$ cat config.mk
export PLATFORM = sky130hd
export DESIGN_NAME = vram_arbiter
export DESIGN_NICKNAME = d
export VERILOG_FILES = /design/src/rtl/vram_arbiter.sv
export SDC_FILE = /design/constraint.sdc
export NUM_CORES = 1
export LEC_CHECK = 0
export BUFFER_PORTS_ARGS = -buffer_cell sky130_fd_sc_hd__buf_2
export CORE_ASPECT_RATIO = 1.2
export CORE_MARGIN = 10
export CORE_UTILIZATION = 40
export DETAILED_ROUTE_END_ITERATION = 10
export GPL_TIMING_DRIVEN = 0
export PLACE_DENSITY = 0.71
export RECOVER_POWER = 50
export SETUP_SLACK_MARGIN = 0.4
export SYNTH_ARGS = -nofsm -noshare
export SYNTH_HDL_FRONTEND = slang
export SYNTH_SLANG_ARGS = --single-unit
$ cat constraint.sdc
create_clock -name clk -period 4.5 [get_ports clk]
set_clock_uncertainty 0.1 [all_clocks]
set_input_delay 0.9 -clock clk [delete_from_list [all_inputs] [get_ports clk]]
set_output_delay 0.9 -clock clk [all_outputs]
set_load 0.02 [all_outputs]
$ cat src/rtl/vram_arbiter.sv
// vram_arbiter: shares one single-port, six-plane VRAM between CPU accesses
// and video fetches. Each access takes two cycles (address, data). Video wins
// ties until a waiting CPU access has lost MAX_WAIT times, then the CPU is
// forced in. Arbitration is re-evaluated in IDLE and at the end of every
// access (VID_D / CPU_D), so back-to-back accesses need no idle cycle.
module vram_arbiter #(
    parameter int MAX_WAIT = 4
) (
    input  logic        clk,
    input  logic        reset_n,
    input  logic        cpu_req,
    input  logic        cpu_we,
    input  logic [12:0] cpu_addr,
    input  logic [7:0]  cpu_din,
    input  logic [5:0]  rd_bank,
    input  logic [5:0]  wr_bank,
    output logic [7:0]  cpu_dout,
    output logic        cpu_wait_n,
    input  logic        vid_req,
    input  logic [12:0] vid_addr,
    output logic        vid_ack,
    output logic [47:0] vid_data,
    output logic [12:0] ram_addr,
    output logic [5:0]  ram_ce_n,
    output logic        ram_we_n,
    output logic [7:0]  ram_din,
    input  logic [47:0] ram_q
);

    typedef enum logic [2:0] {IDLE, VID_A, VID_D, CPU_A, CPU_D} state_t;

    localparam logic [3:0] MAX_W = 4'(MAX_WAIT);

    state_t      state_q, state_d;
    logic [3:0]  starve_q, starve_d;
    logic        done_q, done_d;
    logic        we_q, we_d;
    logic [5:0]  rd_bank_q, rd_bank_d;
    logic [7:0]  cpu_dout_q, cpu_dout_d;
    logic [47:0] vid_data_q, vid_data_d;
    logic        vid_ack_q, vid_ack_d;

    logic        cpu_pending;
    logic        arb_point;
    logic [7:0]  rd_or;

    // The access completing in CPU_D already counts as done, so the CPU is
    // released during CPU_D and that access is never re-arbitrated.
    assign cpu_pending = cpu_req && !done_q && (state_q != CPU_D);
    assign arb_point   = (state_q == IDLE) || (state_q == VID_D) || (state_q == CPU_D);
    assign cpu_wait_n  = !cpu_pending;

    assign cpu_dout = cpu_dout_q;
    assign vid_data = vid_data_q;
    assign vid_ack  = vid_ack_q;

    // OR of the bytes of the planes selected by the read bank sampled in CPU_A.
    always_comb begin
        rd_or = 8'h00;
        for (int i = 0; i < 6; i++) begin
            rd_or = rd_or | (ram_q[8*i +: 8] & {8{rd_bank_q[i]}});
        end
    end

    // Next-state, starvation counter and data capture.
    always_comb begin
        state_d    = state_q;
        starve_d   = starve_q;
        we_d       = we_q;
        rd_bank_d  = rd_bank_q;
        cpu_dout_d = cpu_dout_q;
        vid_data_d = vid_data_q;
        vid_ack_d  = 1'b0;

        // done holds off a still-held cpu_req until it drops for a cycle.
        if (!cpu_req)
            done_d = 1'b0;
        else if (state_q == CPU_D)
            done_d = 1'b1;
        else
            done_d = done_q;

        case (state_q)
            VID_A: state_d = VID_D;
            VID_D: begin
                vid_data_d = ram_q;
                vid_ack_d  = 1'b1;
            end
            CPU_A: begin
                state_d   = CPU_D;
                we_d      = cpu_we;
                rd_bank_d = rd_bank;
            end
            CPU_D: begin
                if (!we_q)
                    cpu_dout_d = rd_or;
            end
            default: ;
        endcase

        if (arb_point) begin
            if (cpu_pending && (!vid_req || starve_q >= MAX_W)) begin
                state_d  = CPU_A;
                starve_d = 4'd0;
            end else if (vid_req) begin
                state_d = VID_A;
                if (cpu_pending && starve_q < MAX_W)
                    starve_d = starve_q + 4'd1;
            end else begin
                state_d = IDLE;
            end
        end
    end

    // VRAM drive; gated by reset so an in-flight access is abandoned at once.
    always_comb begin
        ram_addr = 13'd0;
        ram_ce_n = 6'h3f;
        ram_we_n = 1'b1;
        ram_din  = 8'h00;
        if (reset_n) begin
            case (state_q)
                VID_A: begin
                    ram_addr = vid_addr;
                    ram_ce_n = 6'h00;
                end
                CPU_A: begin
                    ram_addr = cpu_addr;
                    ram_ce_n = cpu_we ? ~wr_bank : ~rd_bank;
                    if (cpu_we) begin
                        ram_we_n = 1'b0;
                        ram_din  = cpu_din;
                    end
                end
                default: ;
            endcase
        end
    end

    // State register with synchronous active-low reset.
    always_ff @(posedge clk) begin
        if (!reset_n) begin
            state_q    <= IDLE;
            starve_q   <= 4'd0;
            done_q     <= 1'b0;
            we_q       <= 1'b0;
            rd_bank_q  <= 6'd0;
            cpu_dout_q <= 8'h00;
            vid_data_q <= 48'd0;
            vid_ack_q  <= 1'b0;
        end else begin
            state_q    <= state_d;
            starve_q   <= starve_d;
            done_q     <= done_d;
            we_q       <= we_d;
            rd_bank_q  <= rd_bank_d;
            cpu_dout_q <= cpu_dout_d;
            vid_data_q <= vid_data_d;
            vid_ack_q  <= vid_ack_d;
        end
    end

endmodule

==> flow_summary.ini, run 1 <==
[detailed_routing]
drt-pass1-iter-count = 4
wl_met3_mm = 1.36
drt-initial-drc-count = 169
viasPerCell = 5.18
wire_per_inst_um = 18.2
top_layer_used = met4
wl_met2_mm = 6.13
wl_mm = 12.5
vias = 3548
drt.antenna.violating_nets = 0
drcViolationCount = 0
drt-met1-wl_mm = 4.68

[critical_path]
start_kind = primary input
worstPathCellList = clkbuf_1, and3b_1, and3_1, clkbuf_1, and2_1, buf_2
arrival_ns = 2.25
worstPathMaxFanout = 10
worst-setup-path-type = primary input to primary output
cp_slowest_cell = and3b_1
crit_path_end_kind = primary output
worstPathRequired_ns = 3.50
cpMostUsedCell = clkbuf_1
cp_slowest_stage_delay_ns = 0.33

[global_route]
grt_util_all_layers_pct = 20.4
grt_pass1_wl_mm = 18.9
antenna_found_initial = 0
grt_overflow = 0
grt_max_degree = 15
grt_pass1_vias = 3751

[final_layout]
diodes = 0
regArea_mm2 = 0.00144
multiInputGateArea_mm2 = 0.00149
postLayoutCoreUtil_pct = 56.5
fillers = 769
layout.nets = 688
drive_gt1_share_pct = 35.2
area_growth_syn_to_layout_pct = 37.5

[logic_synthesis]
synth_top_area_share_pct = 45.8
syn-cell-area_mm2 = 0.00315
syn_nets = 494
ys_ff_latch = 72
yosysWarnings = 0
yosys.area.top_type = dfxtp_1
synth.area.top_cells = dfxtp_1 (46%), nand2_1 (14%), a21oi_1 (9.4%)
avgSynthCellArea_um2 = 8.00
synth_cell_types = 33
synthCells = 394
seq_area_frac_synth_pct = 45.8

[worst_hold_path]
hold_path.class = flip-flop to flip-flop

[clocking]
cts.clk_slew.worst_paths_ns = 0.08
clock_latency_ns = 0.36
clock-sinks = 72
cts_setup_buffers = 0
cts_resized = 0
cts_buffer_depth = 2
htreeDepth = 3
cts_tree = done
postCtsHoldBufs = 0
cts-root-buf = clkbuf_8
numCtsBuffers = 9

[placed_design]
dpl.hpwl_mm = 10.2
gp_congestion = 0.872
io_buffer_count = 183

[floorplanning]
start_util_pct = 41.1
die_x_um = 101
ios = 185
rows = 35
fp.dieH_um = 117
dieArea_mm2 = 0.0118
core_area_mm2 = 0.00766

[sta]
period_needed_ns = 3.25
rsz0062_at_grt = false
maxSlewHeadroom_pct = 28.7
tightestPinTransition_ns = 1.05
fin_crit_sh_pct = 72.2
hold_viol = 0
setup_viol = 0
finalHoldWorstSlack_ns = 0.359
finalMaxSlewViolations = 0
max_freq_mhz = 308
fin_tns_setup_ns = 0

[run_status]
run_status = complete, no violations

[power_and_ir_drop]
pwr-share-seq_pct = 45.6
p_clk_share_pct = 35.7
power_frac_comb_pct = 18.6
peakVddDrop_mv = 0.217
internal-power_w = 0.00103
sw_frac_of_total_pct = 30.8
p_switching_w = 0.000459
p_per_area_mw_per_mm2 = 344
leakagePower_nw = 1.96

[run]
cap_violations = 0
[path summary, 6_finish.rpt]
path	start	end	slack, ns	depth (start not counted)
hold reg to reg	vid_data[37]	vid_data[37]	0.36	2
hold / removal	vid_data[37]	vid_data[37]	0.36	2
setup / recovery	reset_n	ram_din[7]	1.25	6
setup reg to reg	state_q[1]	cpu_dout[6]	2.25	5
[flip-flops by register name (all words and copies together) (netlist names)]
signal / cells
done_q: 1
we_q: 1
starve_q: 4
rd_bank_q: 6
vid_ack: 1
state_q: 3
cpu_dout: 8
vid_data: 48
[metal layers]
| layer | vias to the layer above | track usage [%] |
|---|---|---|
| met3 | 23 | 8.51 |
| met4 | 0 | 8.93 |
| met2 | 176 | 35.9 |
| li1 | 1751 | - |
| met5 | - | 0 |
| met1 | 1598 | 20.7 |
[area by class of cell]
cell class | count | share of cell area [%]
tap | 92 | 2.66
clock inverter | 7 | 1.79
clock buffer | 9 | 2.86
timing repair buffer | 183 | 20.8
buffer | 35 | 3.93
inverter | 3 | 0.260
multi-input combinational | 284 | 34.4
sequential | 72 | 33.3
[critical path: cells and delay by family]
kind / cells / cell delay, ns
AND/OR/NAND/NOR: 3 / 0.71
buffers and inverters: 3 / 0.64
[metrics by stage]
| stage | worst slack (ns) | total power (W) | cells | area (um^2) |
|---|---|---|---|---|
| after global placement | 1.36 | 0.000975 | 669 | 4180 |
| after floorplan | 1.54 | 0.000854 | 394 | 3150 |
| after CTS | 1.33 | 0.00150 | 685 | 4380 |
| after global routing | 1.10 | 0.00155 | 685 | 4330 |
| after detailed placement | 1.32 | 0.000981 | 669 | 4180 |
| final | 1.25 | 0.00149 | 685 | 4330 |
[power groups by stage]
stage / Sequential [W] / Combinational (W) / Clock, W
2_1_floorplan: 0.000727 / 0.000128 / 0
3_3_place_gp: 0.000694 / 0.000281 / 0
3_5_place_dp: 0.000696 / 0.000285 / 0
4_1_cts: 0.000681 / 0.000286 / 0.000537
5_1_grt: 0.000684 / 0.000304 / 0.000564
6_report: 0.000681 / 0.000278 / 0.000533
[cell usage after synthesis]
cell      instances
a31o_2            1
and3b_1           2
buf_1             1
a22o_1            8
nand3_1           1
dfxtp_1          72
a31oi_1           9
buf_4             4
a21oi_1          59
buf_6             3
nor3b_1           1
nor2_1           16
nor2_2            1
o31a_1            1
or3b_1            1
nor3_1            1
and3_1            2
inv_1             2
a22oi_1          21
ha_1              1
inv_2             1
clkbuf_1         17
nor4b_4           1
a221oi_1          8
nand3b_1          3
nand2_1         114
nor4b_1           1
buf_2            10
or4b_4            1
o21ai_0          15
and2_1            8
mux2_2            6
nor3b_2           2
[logic make-up (layout without fill, tap and decap cells)]
logic type	Yosys count	after routing	share of synthesized area (%)
adders and majority gates	1	1	0.397
AOI/OAI and AO/OA	122	122	23.6
and+or+nand+nor	155	155	22.0
DFF	72	72	45.8
muxes	6	6	2.14
buffers and inverters	38	237	6.12
[layout by cell type (no fill, tap or decap), drive strengths merged]
cell	n
nand2	114
clkinv	2
ha	1
and3b	2
dfxtp	72
nand3	1
a31oi	9
clkinvlp	1
bufinv	1
a22o	8
nor4b	2
and2	8
mux2	6
nor3	1
a21oi	59
and3	2
o31a	1
or3b	1
o21ai	15
or4b	1
a22oi	21
buf	186
nor2	17
a221oi	8
clkbuf	41
a31o	1
nand3b	3
nor3b	3
inv	6
Power figures use the tool's default switching activity.
==> run 2, diff against run 1 <==
--- a/config.mk
+++ b/config.mk
@@ -5,6 +5,7 @@
 export SDC_FILE = /design/constraint.sdc
 export NUM_CORES = 1
 export LEC_CHECK = 0
+export ABC_AREA = 1
 export BUFFER_PORTS_ARGS = -buffer_cell sky130_fd_sc_hd__buf_2
 export CORE_ASPECT_RATIO = 1.2
 export CORE_MARGIN = 10
==> constraint.sdc (replaced) <==
create_clock -name clk -period 3.1 [get_ports clk]
set_clock_uncertainty 0.1 [all_clocks]
set_input_delay 0.62 -clock clk [delete_from_list [all_inputs] [get_ports clk]]
set_output_delay 0.62 -clock clk [all_outputs]
set_load 0.02 [all_outputs]
==> flow_summary.ini, run 2 <==
[sta]
fin_crit_sh_pct = 88.0
setup_slack_ns = 0.370
finalHoldWorstSlack_ns = 0.344
fin_tns_setup_ns = 0
rsz0062_at_grt = false
tightestPinTransition_ns = 0.589
maxSlewHeadroom_pct = 60.7
setup_viol = 0
max_freq_mhz = 366
hold_viol = 0
period_needed_ns = 2.73
finalMaxSlewViolations = 0

[floorplanning]
fp.dieH_um = 119
ios = 185
core_area_mm2 = 0.00806
dieArea_mm2 = 0.0122
start_util_pct = 40.6
die_x_um = 103
rows = 36

[logic_synthesis]
yosysMostFrequentCell = nand2_1
syn_nets = 576
synth.area.top_cells = dfxtp_1 (44%), a21oi_1 (11%), nand2_1 (11%)
syn-cell-area_mm2 = 0.00328
synth_cell_types = 21
seq_area_frac_synth_pct = 44.0
synth_ff_type = dfxtp_1
async_flop_share_pct = 0
synth_top_area_share_pct = 44.0
ys_ff_latch = 72
yosysWarnings = 0
avgSynthCellArea_um2 = 6.88
synth_common_cells = nand2_1 (96), a21oi_1 (73), dfxtp_1 (72), o21ai_0 (68), inv_1 (65)
synth_edf_count = 0
yosys.area.top_type = dfxtp_1
synthCells = 476

[power_and_ir_drop]
p_per_area_mw_per_mm2 = 517
leakagePower_nw = 2.00
peakVddDrop_mv = 0.172
p_clk_share_pct = 28.0
power_frac_comb_pct = 25.5
sw_frac_of_total_pct = 33.0
pwr-share-seq_pct = 46.5
internal-power_w = 0.00152
p_switching_w = 0.000751

[global_route]
antenna_found_initial = 1
grt_util_all_layers_pct = 19.3
grt_max_degree = 11
grt_overflow = 0
grt_pass1_vias = 3874
grt_pass1_wl_mm = 18.6

[final_layout]
diodes = 0
final_cell_mix = buf_2 (144), nand2_1 (96), a21oi_1 (73)
final_area_mm2 = 0.00440
drive_gt1_share_pct = 25.1
largest_reg_flops = 48
layout_commonest_cell = buf_2
area_growth_syn_to_layout_pct = 34.3
layout.nets = 770
postLayoutCoreUtil_pct = 54.6

[critical_path]
worst-setup-path-type = flip-flop to primary output
crit_path_end_kind = primary output
start_kind = flip-flop
arrival_ns = 2.01
worstPathRequired_ns = 2.38
r2r_slack_ns = 1.27
worstPathMaxFanout = 10

[detailed_routing]
vias = 3769
drcViolationCount = 0
viasPerCell = 4.91
drt-pass1-iter-count = 4
wl_met2_mm = 5.69
drt.antenna.violating_nets = 0
wl_mm = 12.1
wl_met3_mm = 1.18
drt-initial-drc-count = 144
top_layer_used = met4
drt-met1-wl_mm = 4.85
wire_per_inst_um = 15.8

[run]
cap_violations = 0

[clocking]
htreeDepth = 3
cts_setup_buffers = 0
numCtsBuffers = 9
cts.clk_slew.worst_paths_ns = 0.07
clock_latency_ns = 0.34
clock-sinks = 72
cts_buffer_depth = 2
cts_tree = done
cts-root-buf = clkbuf_8

[placed_design]
post-place-ws_ns = 0.607
io_buffer_count = 183
gp_congestion = 0.874
dpl.hpwl_mm = 9.94
place_area_mm2 = 0.00431

[run_status]
run_status = complete, no violations

[worst_hold_path]
hold_path.class = flip-flop to flip-flop
[run 2: cell count changes in the layout (fill, tap and decap cells not counted), moves of 8 or more]
cell      change
clkbuf_1     +36
buf_2        -36
o21ai_0      +54
inv_1        +63
a31oi_1       -9
nand4_1      +11
a22o_1        -8
nor2_1       +24
a21oi_1      +14
a22oi_1      -21
a221oi_1      -8
nand2_1      -18
and2_1        -8
[run 2: routing by layer]
layer	track usage, %	vias up
met4	10.1	0
met2	32.6	172
met5	0	-
li1	-	1912
met1	20.6	1656
met3	6.48	29
[run 2: final timing paths]
check	endpoint	cells past startpoint	startpoint
min reg2reg	starve_q[3]	2	starve_q[3]
max	ram_addr[5]	7	state_q[2]
min	starve_q[3]	2	starve_q[3]
max reg2reg	vid_data[18]	5	state_q[2]
[run 2: timing repair]
item,4_1_cts,5_1_grt
gates resized for setup,0,2
setup endpoints to repair,0,1
hold buffers,0,0
hold endpoints to repair,0,0
[run 2: power groups by stage]
stage | registers [W] | clock network (W) | logic, W
after floorplan | 0.00117 | 0 | 0.000263
after global placement | 0.00107 | 0 | 0.000591
after detailed placement | 0.00108 | 0 | 0.000601
after CTS | 0.00106 | 0.000652 | 0.000603
after global routing | 0.00107 | 0.000682 | 0.000646
final | 0.00106 | 0.000636 | 0.000581
[run 2: stage by stage]
step / total power, W / instances
after CTS: 0.00231 / 767
final: 0.00227 / 767
after global routing: 0.00240 / 767
after floorplan: 0.00143 / 476
after global placement: 0.00166 / 754
after detailed placement: 0.00168 / 754
[run 2: worst max-delay path, cell delays in order (launching register included)]
cell and delay, ns:
dfxtp_1 0.35, inv_1 0.10, nand2_1 0.10, nor2_1 0.35
clkbuf_4 0.30, nand2_1 0.06, a21oi_1 0.19, buf_2 0.20
[run 2: final cells by class]
class                      instances  area [um^2]
fill                             812         3660
sequential                        72         1440
multi-input combinational        306         1430
timing repair buffer             183          861
inverter                          67          251
clock buffer                      12          155
buffer                            31          134
tap                               95          119
clock inverter                     1         5.00
[run 2: cell families after synthesis]
kind of cell,count (synthesis),synth area share (%)
compound gates,142,21.7
fa+ha+maj,1,0.382
buf+inv,98,11.8
flops,72,44.0
mux,6,2.06
simple gates,157,20.1
==> run 3, diff against run 2 <==
--- a/config.mk
+++ b/config.mk
@@ -12,7 +12,7 @@
 export CORE_UTILIZATION = 40
 export DETAILED_ROUTE_END_ITERATION = 10
 export GPL_TIMING_DRIVEN = 0
-export PLACE_DENSITY = 0.71
+export PLACE_DENSITY = 0.74
 export RECOVER_POWER = 50
 export SETUP_SLACK_MARGIN = 0.4
 export SYNTH_ARGS = -nofsm -noshare
==> constraint.sdc (replaced) <==
create_clock -name clk -period 2.6 [get_ports clk]
set_clock_uncertainty 0.1 [all_clocks]
set_input_delay 0.52 -clock clk [delete_from_list [all_inputs] [get_ports clk]]
set_output_delay 0.52 -clock clk [all_outputs]
set_load 0.02 [all_outputs]
==> flow_summary.ini, run 3 (synthesis gave the netlist of run 2 again) <==
[critical_path]
arrival_ns = 1.69
cp_slowest_cell = clkbuf_1
crit_buf_inv = 3
worstPathCellList = buf_2, clkbuf_1, nand3_4, nor2_1, buf_2
worst-setup-path-type = primary input to primary output
crit_path_end_kind = primary output
worstPathMaxFanout = 11
cp_slowest_stage_delay_ns = 0.58
start_kind = primary input
cp.depth = 5
worstPathRequired_ns = 1.98
cpMostUsedCell = buf_2
ff2ff_path_depth = 6
cp_top_family = buffers and inverters

[worst_hold_path]
min_path_cells = 3
hold_path.class = primary input to flip-flop

[power_and_ir_drop]
pwr-share-seq_pct = 41.9
leakagePower_nw = 2.05
finalPower_w = 0.00302
sw_frac_of_total_pct = 31.9
peakVddDrop_mv = 0.283
p_clk_share_pct = 33.4
p_per_area_mw_per_mm2 = 643
power_frac_comb_pct = 24.7
p_switching_w = 0.000962
internal-power_w = 0.00206

[detailed_routing]
wire_per_inst_um = 16.4
viasPerCell = 4.89
drcViolationCount = 0
drt-initial-drc-count = 251
drt-pass1-iter-count = 4
drt.antenna.violating_nets = 0
vias = 3802
wl_mm = 12.8

[run_status]
run_status = complete, no violations

[clocking]
cts-root-buf = clkbuf_8
clock-sinks = 72
clock_latency_ns = 0.35
htreeDepth = 3
cts_buffer_depth = 2
postCtsHoldBufs = 0
numCtsBuffers = 9
cts.clk_slew.worst_paths_ns = 0.07
cts_tree = done

[sta]
tightestPinTransition_ns = 0.766
setup_viol = 0
hold_viol = 0
finalMaxSlewViolations = 0
max_freq_mhz = 433
rsz0062_at_grt = false
maxSlewHeadroom_pct = 49.0
finalHoldWorstSlack_ns = 0.325
fin_tns_setup_ns = 0
period_needed_ns = 2.31
fin_crit_sh_pct = 88.8

[final_layout]
largest_reg_flops = 48
final_cell_mix = buf_2 (117), nand2_1 (96), clkbuf_1 (74)
layout_commonest_cell = buf_2
drive_gt1_share_pct = 27.7
area_growth_syn_to_layout_pct = 43.2
diodes = 0
layout.nets = 777
final_area_mm2 = 0.00469

[placed_design]
gp_congestion = 0.859
place_area_mm2 = 0.00431
io_buffer_count = 183
dpl.hpwl_mm = 10.1

[global_route]
grt_overflow = 0
grt_max_degree = 13
grt_pass1_wl_mm = 19.0
grt_pass1_vias = 3902
grt_util_all_layers_pct = 19.5
antenna_found_initial = 0

[floorplanning]
fp.dieH_um = 119
die_x_um = 103
start_util_pct = 40.6
dieArea_mm2 = 0.0122
rows = 36
ios = 185
core_area_mm2 = 0.00806

[run]
cap_violations = 0
==> run 3: worst reg2reg max path, cell delays in order, from the launching register on <==
cell and delay (ns):
dfxtp_1 0.41, nor2_1 0.19, nand2_1 0.19, nor2_1 0.38, clkbuf_1 0.38, o21ai_0 0.12, a21oi_1 0.14
==> run 3: layer usage <==
metal	routed length, um	global-route usage, %	vias up
li1	-	-	1927
met1	4970	20.4	1684
met2	6360	34.0	174
met3	1190	7.87	17
met4	245	7.07	0
met5	0	0	-
==> run 3: final cells by class <==
type | count | area, um^2
fill | 768 | 3370
multi-input combinational | 307 | 1510
sequential | 72 | 1450
timing repair buffer | 189 | 973
inverter | 67 | 259
clock buffer | 11 | 151
buffer | 31 | 151
tap | 95 | 119
clock inverter | 5 | 78.8
==> run 3: final timing paths <==
| check | from | to | slack [ns] |
|---|---|---|---|
| setup / recovery | reset_n | ram_din[4] | 0.29 |
| hold / removal | cpu_req | done_q | 0.33 |
| setup reg to reg | state_q[1] | cpu_dout[6] | 0.62 |
| hold reg to reg | vid_data[12] | vid_data[12] | 0.35 |
==> run 3: repair_timing <==
action / 4_1_cts / 5_1_grt
resized for setup: 19 / 42
setup buffers: 1 / 3
pin swaps: 1 / 4
gates cloned: 0 / 3
setup endpoints to repair: 28 / 28
==> run 3: power by group through the flow <==
stage                     Clock (W)  Combinational, W  Sequential (W)
after floorplan                   0          0.000315         0.00139
after global placement            0          0.000707         0.00128
after detailed placement          0          0.000717         0.00128
after CTS                   0.00103          0.000734         0.00126
after global routing        0.00108          0.000821         0.00128
final                       0.00101          0.000746         0.00126
==> run 3: through the flow <==
step                cells  worst slack (ns)  utilization [%]
finish                777             0.292             58.2
global route          777             0.223             58.2
CTS                   771             0.382             57.0
detailed placement    754             0.397             53.5
global placement      754             0.390             53.5
floorplan             476             0.480                -
